`src/rtl/mem_port_arbiter.sv`:
```
// Shares one single-port word memory between instruction fetch (I) and load/store (D) ports.
// Define MEM_ARB_PERF_EN to add grant/conflict performance counters.
module mem_port_arbiter #(
  parameter int WORDS        = 64,
  parameter int STARVE_LIMIT = 4
) (
  input  logic        clk,
  input  logic        rst,
  input  logic        i_req_valid,
  input  logic [31:0] i_req_addr,
  output logic        i_req_ready,
  output logic        i_rsp_valid,
  output logic [31:0] i_rsp_data,
  output logic        i_rsp_err,
  input  logic        d_req_valid,
  input  logic        d_req_we,
  input  logic [31:0] d_req_addr,
  input  logic [31:0] d_req_wdata,
  output logic        d_req_ready,
  output logic        d_rsp_valid,
  output logic [31:0] d_rsp_data,
  output logic        d_rsp_err,
  output logic [31:0] mem_address,
  output logic [31:0] mem_write_data,
  output logic        mem_write_enable,
  input  logic [31:0] mem_read_data
`ifdef MEM_ARB_PERF_EN
  ,
  output logic [31:0] perf_i_grants,
  output logic [31:0] perf_d_grants,
  output logic [31:0] perf_conflicts
`endif
);
  localparam int SW = $clog2(STARVE_LIMIT + 1);

  logic [SW-1:0] starve_cnt;
  logic          starved;
  logic          grant_i, grant_d;
  logic          i_legal, d_legal;

  function automatic logic addr_legal(input logic [31:0] a);
    return (a[1:0] == 2'b00) && ({2'b00, a[31:2]} < 32'(WORDS));
  endfunction

  assign i_legal = addr_legal(i_req_addr);
  assign d_legal = addr_legal(d_req_addr);
  assign starved = (starve_cnt >= SW'(STARVE_LIMIT));

  // Data port wins conflicts unless fetch has lost STARVE_LIMIT times in a row.
  always_comb begin
    grant_i = 1'b0;
    grant_d = 1'b0;
    if (!rst) begin
      if (d_req_valid && !(i_req_valid && starved)) grant_d = 1'b1;
      else if (i_req_valid)                          grant_i = 1'b1;
    end
  end

  assign i_req_ready      = grant_i;
  assign d_req_ready      = grant_d;
  assign mem_address      = grant_d ? d_req_addr : (grant_i ? i_req_addr : 32'h0);
  assign mem_write_data   = d_req_wdata;
  assign mem_write_enable = grant_d && d_req_we && d_legal;

  // Read data is sampled at the grant edge, so a store landing on that edge is not seen.
  always_ff @(posedge clk or posedge rst) begin
    if (rst) begin
      i_rsp_valid <= 1'b0;
      i_rsp_data  <= '0;
      i_rsp_err   <= 1'b0;
      d_rsp_valid <= 1'b0;
      d_rsp_data  <= '0;
      d_rsp_err   <= 1'b0;
    end else begin
      i_rsp_valid <= grant_i;
      i_rsp_err   <= grant_i && !i_legal;
      i_rsp_data  <= (grant_i && i_legal) ? mem_read_data : '0;
      d_rsp_valid <= grant_d;
      d_rsp_err   <= grant_d && !d_legal;
      d_rsp_data  <= (grant_d && d_legal && !d_req_we) ? mem_read_data : '0;
    end
  end

  always_ff @(posedge clk or posedge rst) begin
    if (rst)                           starve_cnt <= '0;
    else if (!i_req_valid || grant_i)  starve_cnt <= '0;
    else if (grant_d && !starved)      starve_cnt <= starve_cnt + SW'(1);
  end

`ifdef MEM_ARB_PERF_EN
  always_ff @(posedge clk or posedge rst) begin
    if (rst) begin
      perf_i_grants  <= '0;
      perf_d_grants  <= '0;
      perf_conflicts <= '0;
    end else begin
      if (grant_i)                    perf_i_grants  <= perf_i_grants + 32'd1;
      if (grant_d)                    perf_d_grants  <= perf_d_grants + 32'd1;
      if (i_req_valid && d_req_valid) perf_conflicts <= perf_conflicts + 32'd1;
    end
  end
`endif

endmodule

```
`config.mk`:
```
export PLATFORM = sky130hd
export DESIGN_NAME = mem_port_arbiter
export DESIGN_NICKNAME = d
export VERILOG_FILES = /design/src/rtl/mem_port_arbiter.sv
export SDC_FILE = /design/constraint.sdc
export NUM_CORES = 1
export LEC_CHECK = 0
export CORE_ASPECT_RATIO = 1.5
export CORE_MARGIN = 8
export CORE_UTILIZATION = 31
export DETAILED_ROUTE_END_ITERATION = 10
export GPL_TIMING_DRIVEN = 0
export PLACE_DENSITY = 0.79
export SLEW_MARGIN = 20
export SYNTH_ARGS = -nofsm -noshare
export SYNTH_HDL_FRONTEND = slang
export SYNTH_SLANG_ARGS = --single-unit
```
`constraint.sdc`:
```
create_clock -name clk -period 4.3 [get_ports clk]
set_clock_uncertainty 0.1 [all_clocks]
set_input_delay 0.86 -clock clk [delete_from_list [all_inputs] [get_ports clk]]
set_output_delay 0.86 -clock clk [all_outputs]
set_load 0.02 [all_outputs]
```
Yosys cells after proc, flatten, opt, wreduce, memory -nomap -nowiden. Index checks and enable logic that the tools add are counted.

Register bits after elaboration: 71. Input bits: 133. Output and inout bits: 135. Word-level logic and storage cells: 44.

$add $sub $neg: 1. Order comparisons: 3. Muxes and demuxes: 11. Reduce and logical (&&, ||, !) cells: 22.

Operators with widths (count): 32-bit 2-to-1 mux (4); 30-bit by 7-bit less-than comparator with 1-bit output (second input constant) (2); 1-bit logical AND (12); 1-bit logical NOT (6); 3-bit 2-to-1 mux (2); 1-bit 2-to-1 mux (5); 2-bit logical NOT (2); 3-bit by 1-bit adder with 3-bit output (second input constant) (1); 3-bit >= comparator (second input constant) (1); 2-bit nonzero test (1); 1-bit logical OR (1).

Depth between registers and ports, before layout. Gate-level depths: netlist (run 1).

Word-level depth: 9. Depth in mapped cells: 5. Gate-level depth less buffers: 4.

Worst setup path after synthesis (run 1). No wires, ideal clock.

Kind: input-to-output. From: input port rst. To: output port mem_write_enable. Arrival: 3599 ps. Data required time: 3340 ps. Slack: -259 ps. Stages on the path: 4. Path buffers: 1. Path through: inv_1 -> nand4_1 -> buf_2 -> nor4_2.

Word-level cells in the longest chain between the ends: 3.

Ends and longest elaborated chain: from (decl) (line 8) `input logic rst,`; 1-bit 2-to-1 mux (line 53) `if (!rst) begin`; 1-bit logical AND (2 in series) (line 63) `assign mem_write_enable = grant_d && d_req_we && d_legal;`; to (decl) (line 25) `output logic mem_write_enable,`.

Every way passes these cells.

Final worst setup path (run 1).
From: input port rst. To: output port mem_address[9].

Word-level cells in the longest chain between the ends: 3. Elaborated cells between the ends (all ways): 4. Those cells by class: 4 x mux.

Ends and longest elaborated chain: 1-bit 2-to-1 mux (line 53); 32-bit 2-to-1 mux (line 61) `assign mem_address = grant_d ? d_req_addr : (grant_i ? i_req_addr : 32'h0);`; 32-bit 2-to-1 mux (*) (line 61); to (decl) (line 23) `output logic [31:0] mem_address,`.

Mark *: on every way between the ends. The rest lies on a longest branch, timed or not.

==> flow_summary.toml, run 1 <==
[synth]
synth.yosys.warnings = 0
async_flop_share_pct = 100.0
yosysTopAreaCellShare_pct = 49.10
synth_seq_cells = 71
synth_edf_count = 0
syn-num-nets = 471
synthTopCellsByCount = "71 x dfrtp_1, 40 x nor4_2, 37 x nand2_1, 37 x nor4_1, 36 x inv_1"
synth_seq_area_share_pct = 49.10
syn_area_um2 = 3618
synth_ff_type = "dfrtp_1"
synth_largest_area_cell = "dfrtp_1"
post_synth_inst_count = 336
avgSynthCellArea_um2 = 10.77
yosysMostFrequentCell = "dfrtp_1"
synth_top_cells_by_area = "dfrtp_1 49%, nor4_2 14%, a22o_1 7.7%, buf_4 6.6%, nor4_1 6.4%"
synth_cell_types = 23

[pwr]
p_leak_nw = 2.740
sw_frac_of_total_pct = 24.35
p_seq_share_pct = 37.1
ir_worst_vdd_mv = 0.1786
switchingPower_mw = 0.4415
combPwrFrac_pct = 19.2
p_per_area_nw_per_um2 = 276.0
p_clk_share_pct = 43.7
p_int_mw = 1.371

[finish]
antenna_cells = 0
drive_above_1_share_pct = 19.59
fillers = 934
area_growth_pct = 81.50
layout.nets = 722

[floorplanning]
core_area_um2 = 11470
ios = 268
die_h_um = 148.3
num_rows = 48
die_area_um2 = 15460
die_w_um = 104.2
initial_core_util_pct = 31.54

[timing]
setup-tns-final_ns = 0
maxSlewViolCount = 0
rsz0062_at_grt = "false"
max_freq_mhz = 240.6
tightest_slew_ns = 0.5640
period_minus_slack_ns = 4.156
timing.final.ws_setup_ns = 0.1442
slew_headroom_pct = 62.06
finalHoldViolations = 0
finalSetupViolations = 0
fin_crit_sh_pct = 96.65

[drt]
dr.pass1.iters = 4
drc = 0
via_count = 3666
viasPerCell = 4.941
wl_per_cell_um = 21.49
drtIter0Drc = 150
drtAntennaViolNets = 0
drt-total-wl_um = 15940

[place]
place_congestion = 0.8656
port_buffers = 235
hpwlAfterDp_um = 13650
post-place-ws_ns = -0.02525

[clock_network]
clock-root-buffer = "clkbuf_16"
clk_path_buf_depth = 2
cts-htree-levels = 3
clkSlewWorstSetupHoldPaths_ns = 0.06
clkLatencyLatePin_ns = 0.33
numCtsBuffers = 9
cts_num_sinks = 71
cts_tree = "done"

[global_route]
grt.total_usage_pct = 20.48
antenna_found_initial = 4
grt_max_degree = 37
grt_pass1_wl_um = 24090
first_global_vias = 4198
gr-total-overflow = 0

[worst_setup_path]
crit_fanout = 10
endpoint_kind = "primary output"
critPathArrivalTime_ns = 3.20
critical_path_class = "in -> out"
crit_path_start_kind = "input pin"
cp_data_required_time_ns = 3.34

[job]
drv_cap = 0

[outcome]
status = "finished, final reports clean"

[worst_hold_path]
hold_class = "reg -> reg"
[routing by layer]
layer	track usage [%]	vias up	part of all wire (%)
met2	36.35	226	51
met4	8.727	8	3.1
met3	12.04	37	13
li1	-	1665	-
met1	18.47	1730	33
met5	0	-	0.34
[layout make-up]
cell class / count / area (um^2) / share of cell area (%)
plain buffers: 60 / 387.9 / 5.906
clock buffers: 10 / 229.0 / 3.486
clock inverters: 6 / 92.59 / 1.410
inverters: 36 / 138.9 / 2.115
multi-input cells: 168 / 1328 / 20.21
flip-flops and latches: 71 / 1777 / 27.05
well taps: 150 / 187.7 / 2.858
repair buffers: 241 / 2427 / 36.96
[logic make-up (layout without fill, tap and decap cells)]
logic type | Yosys count | after routing | share of synthesized area (%)
simple gates | 129 | 129 | 26.94
buf+inv | 97 | 353 | 14.56
flops | 71 | 71 | 49.10
compound gates | 37 | 37 | 8.713
fa+ha+maj | 2 | 2 | 0.6915
[cell usage in the layout (no fill, tap or decap), types with 4 or more instances in the layout]
cell / instances
buf_4: 36
inv_1: 35
nand2_1: 37
nor4_2: 41
nand3_1: 4
a22o_1: 32
buf_2: 16
nor4_1: 36
dfrtp_1: 71
clkbuf_1: 10
clkdlybuf4s50_1: 233
clkbuf_16: 9
[sequential cells by signal (all words and copies together), names as in the netlist]
name	cells
d_rsp_data	32
d_rsp_err	1
d_rsp_valid	1
i_rsp_data	32
i_rsp_err	1
i_rsp_valid	1
starve_cnt	3
[per-stage QoR]
step	hold slack, ns	total power [mW]	area [um^2]	instances	utilization, %
6_report	0.4946	1.813	6568	742	57.25
5_1_grt	0.5397	1.873	6568	742	57.25
4_1_cts	0.5040	1.828	6530	739	56.93
3_5_place_dp	0.4947	1.030	6202	723	54.07
3_3_place_gp	0.4541	1.022	6162	721	53.72
2_1_floorplan	0.4346	0.8199	3622	336	-
[power by group through the flow]
| stage | Combinational [mW] | Sequential [mW] | Clock, mW |
|---|---|---|---|
| floorplan | 0.134 | 0.686 | 0 |
| global placement | 0.338 | 0.684 | 0 |
| detailed placement | 0.346 | 0.684 | 0 |
| CTS | 0.349 | 0.672 | 0.807 |
| global route | 0.368 | 0.672 | 0.833 |
| finish | 0.349 | 0.672 | 0.792 |
[repair_timing]
| item | 4_1_cts | 5_1_grt |
|---|---|---|
| pin swaps | 0 | 1 |
| gates resized for setup | 1 | 3 |
| hold buffers | 0 | 0 |
| setup endpoints to repair | 1 | 29 |
| buffers inserted | 0 | 4 |
[path summary, 6_finish.rpt]
path | from | end | slack, ns | cells after the start
min in group asynchronous | rst | starve_cnt[0]$_DFFE_PP0P_ | 1.08 | 3
max reg2reg | starve_cnt[2]$_DFFE_PP0P_ | i_rsp_data[11]$_DFF_PP0_ | 2.45 | 5
max | rst | mem_address[9] | 0.14 | 5
min reg2reg | starve_cnt[1]$_DFFE_PP0P_ | starve_cnt[1]$_DFFE_PP0P_ | 0.49 | 2
max in group asynchronous | rst | i_rsp_err$_DFF_PP0_ | 2.54 | 4
min | starve_cnt[1]$_DFFE_PP0P_ | starve_cnt[1]$_DFFE_PP0P_ | 0.49 | 2
[worst max-delay path, cell delays in order]
cell and delay [ns]:
clkdlybuf4s50_1 0.59, nor3b_4 0.45, clkbuf_1 0.40, a22o_1 0.20
clkdlybuf4s50_1 0.69
(Power assumes the default switching activity.)
==> run 2, diff against run 1 <==
--- a/constraint.sdc
+++ b/constraint.sdc
@@ -4,2 +4,2 @@
 set_output_delay 0.86 -clock clk [all_outputs]
-set_load 0.02 [all_outputs]
+set_load 0.05 [all_outputs]
==> flow_summary.toml, run 2 (synthesis gave the netlist of run 1 again) <==
[outcome]
status = "finished, final reports clean"

[pwr]
ir_worst_vdd_mv = 0.1783
switchingPower_mw = 0.5234
p_int_mw = 1.358
p_seq_share_pct = 35.7
p_per_area_nw_per_um2 = 289.9
combPwrFrac_pct = 22.2
sw_frac_of_total_pct = 27.82
p_clk_share_pct = 42.1
p_leak_nw = 2.794

[timing]
rsz0062_at_grt = "false"
fin_crit_sh_pct = 97.05
max_freq_mhz = 239.6
slew_headroom_pct = 60.48
tightest_slew_ns = 0.5951
finalHoldViolations = 0
maxSlewViolCount = 0
setup-tns-final_ns = 0
period_minus_slack_ns = 4.173
finalSetupViolations = 0

[worst_hold_path]
hold_class = "reg -> reg"
hold_start = "starve_cnt[1]$_DFFE_PP0P_"

[clock_network]
clock-root-buffer = "clkbuf_16"
cts-htree-levels = 3
cts_num_sinks = 71
clkSlewWorstSetupHoldPaths_ns = 0.06
numCtsBuffers = 9
cts_tree = "done"
clkLatencyLatePin_ns = 0.33
post_cts.repair.setup_buffers = 0
clk_path_buf_depth = 2

[global_route]
antenna_found_initial = 4
grtUsageMet2_pct = 36.16
busiest_layer = "met2"
use_met1_pct = 18.42
gr-total-overflow = 0
first_global_vias = 4200
grt_pass1_wl_um = 24050
grt.met3_usage_pct = 12.00
grt_max_degree = 37
grt.total_usage_pct = 20.45

[finish]
final_common_cell = "clkdlybuf4s50_1"
antenna_cells = 0
layout.nets = 719
drive_above_1_share_pct = 19.52
final_core_utilization_pct = 56.57
top_regs = "d_rsp_data: 32 flops, i_rsp_data: 32 flops, starve_cnt: 3 flops"
final_cell_mix = "205 x clkdlybuf4s50_1, 71 x dfrtp_1, 41 x nor4_2"
area_growth_pct = 79.32

[drt]
wl_per_cell_um = 21.45
via_count = 3633
dr.pass1.iters = 4
drc = 0
viasPerCell = 4.916
drt-total-wl_um = 15850
drtAntennaViolNets = 0
drtIter0Drc = 152

[place]
port_buffers = 235
place_congestion = 0.8656
hpwlAfterDp_um = 13650

[floorplanning]
ios = 268
core_area_um2 = 11470
initial_core_util_pct = 31.54
die_h_um = 148.3
die_w_um = 104.2
die_area_um2 = 15460
num_rows = 48

[worst_setup_path]
crit_fanout = 8
cp_data_required_time_ns = 3.34
cp_cell_sequence = "clkdlybuf4s50_1 -> clkinvlp_4 -> and3_1 -> clkbuf_1 -> a22o_1 -> clkdlybuf4s50_1"
crit_path_start_kind = "input pin"
endpoint_kind = "primary output"
cp_common_cell = "clkdlybuf4s50_1"
r2r-end = "i_rsp_data[11]$_DFF_PP0_"
crit_slowest_cell = "clkdlybuf4s50_1"
endpoint = "mem_address[0]"
critPathArrivalTime_ns = 3.21
rr_worst_depth = 5
cp-startpoint = "rst"
r2r-start = "starve_cnt[2]$_DFFE_PP0P_"
max_stage_delay_ns = 0.72
critical_path_class = "in -> out"
reg2reg_slack_ns = 2.51

[job]
drv_cap = 0
==> run 2: what timing repair did <==
| item | CTS | global route |
|---|---|---|
| resized for setup | 29 | 11 |
| gates cloned | 0 | 0 |
| endpoints found under the setup margin | 29 | 8 |
| hold buffers | 0 | 0 |
| pin swaps | 0 | 0 |
==> run 2: power groups by stage <==
| stage | Combinational (mW) | Sequential, mW | Clock, mW |
|---|---|---|---|
| 6_report | 0.417 | 0.672 | 0.792 |
| 4_1_cts | 0.419 | 0.672 | 0.807 |
| 3_5_place_dp | 0.429 | 0.684 | 0 |
| 5_1_grt | 0.437 | 0.672 | 0.833 |
| 3_3_place_gp | 0.421 | 0.684 | 0 |
| 2_1_floorplan | 0.214 | 0.690 | 0 |
==> run 2: worst min path at each step <==
stage | end | slack (ns) | cells past startpoint
floorplan | starve_cnt[1]$_DFFE_PP0P_ | 0.43 | 2
global placement | starve_cnt[1]$_DFFE_PP0P_ | 0.45 | 2
detailed placement | starve_cnt[1]$_DFFE_PP0P_ | 0.49 | 2
CTS | starve_cnt[1]$_DFFE_PP0P_ | 0.50 | 2
global route | starve_cnt[1]$_DFFE_PP0P_ | 0.54 | 2
finish | starve_cnt[1]$_DFFE_PP0P_ | 0.50 | 2
==> run 2: cell type report <==
type                       count  area (um^2)
fill                         949         4982
clock inverter                 6        92.59
inverter                      36        138.9
sequential                    71         1777
timing repair buffer         237         2351
tap                          150        187.7
multi-input combinational    168         1321
buffer                        61        391.6
clock buffer                  10        229.0
==> run 2: through the flow <==
step	hold WS, ns	worst slack, ns	cell area, um^2	total power [mW]	cells
2_1_floorplan	0.4346	0.1927	3622	0.9037	336
3_3_place_gp	0.4541	-1.518	6162	1.105	721
3_5_place_dp	0.4947	-0.2244	6202	1.113	723
4_1_cts	0.5040	0.04719	6487	1.898	739
5_1_grt	0.5395	0.00003331	6489	1.942	739
6_report	0.4984	0.1270	6489	1.881	739
==> run 2: routing by layer <==
layer,vias to the layer above,wire length (um)
met5,-,55
met4,8,526
met3,39,2043
met2,230,7963
met1,1698,5260
li1,1658,-
==> run 2: worst max-delay path, delay by kind of cell <==
family	cells	cell delay (ns)
AOI/OAI and AO/OA	1	0.28
buffers and inverters	4	1.86
and+or+nand+nor	1	0.20
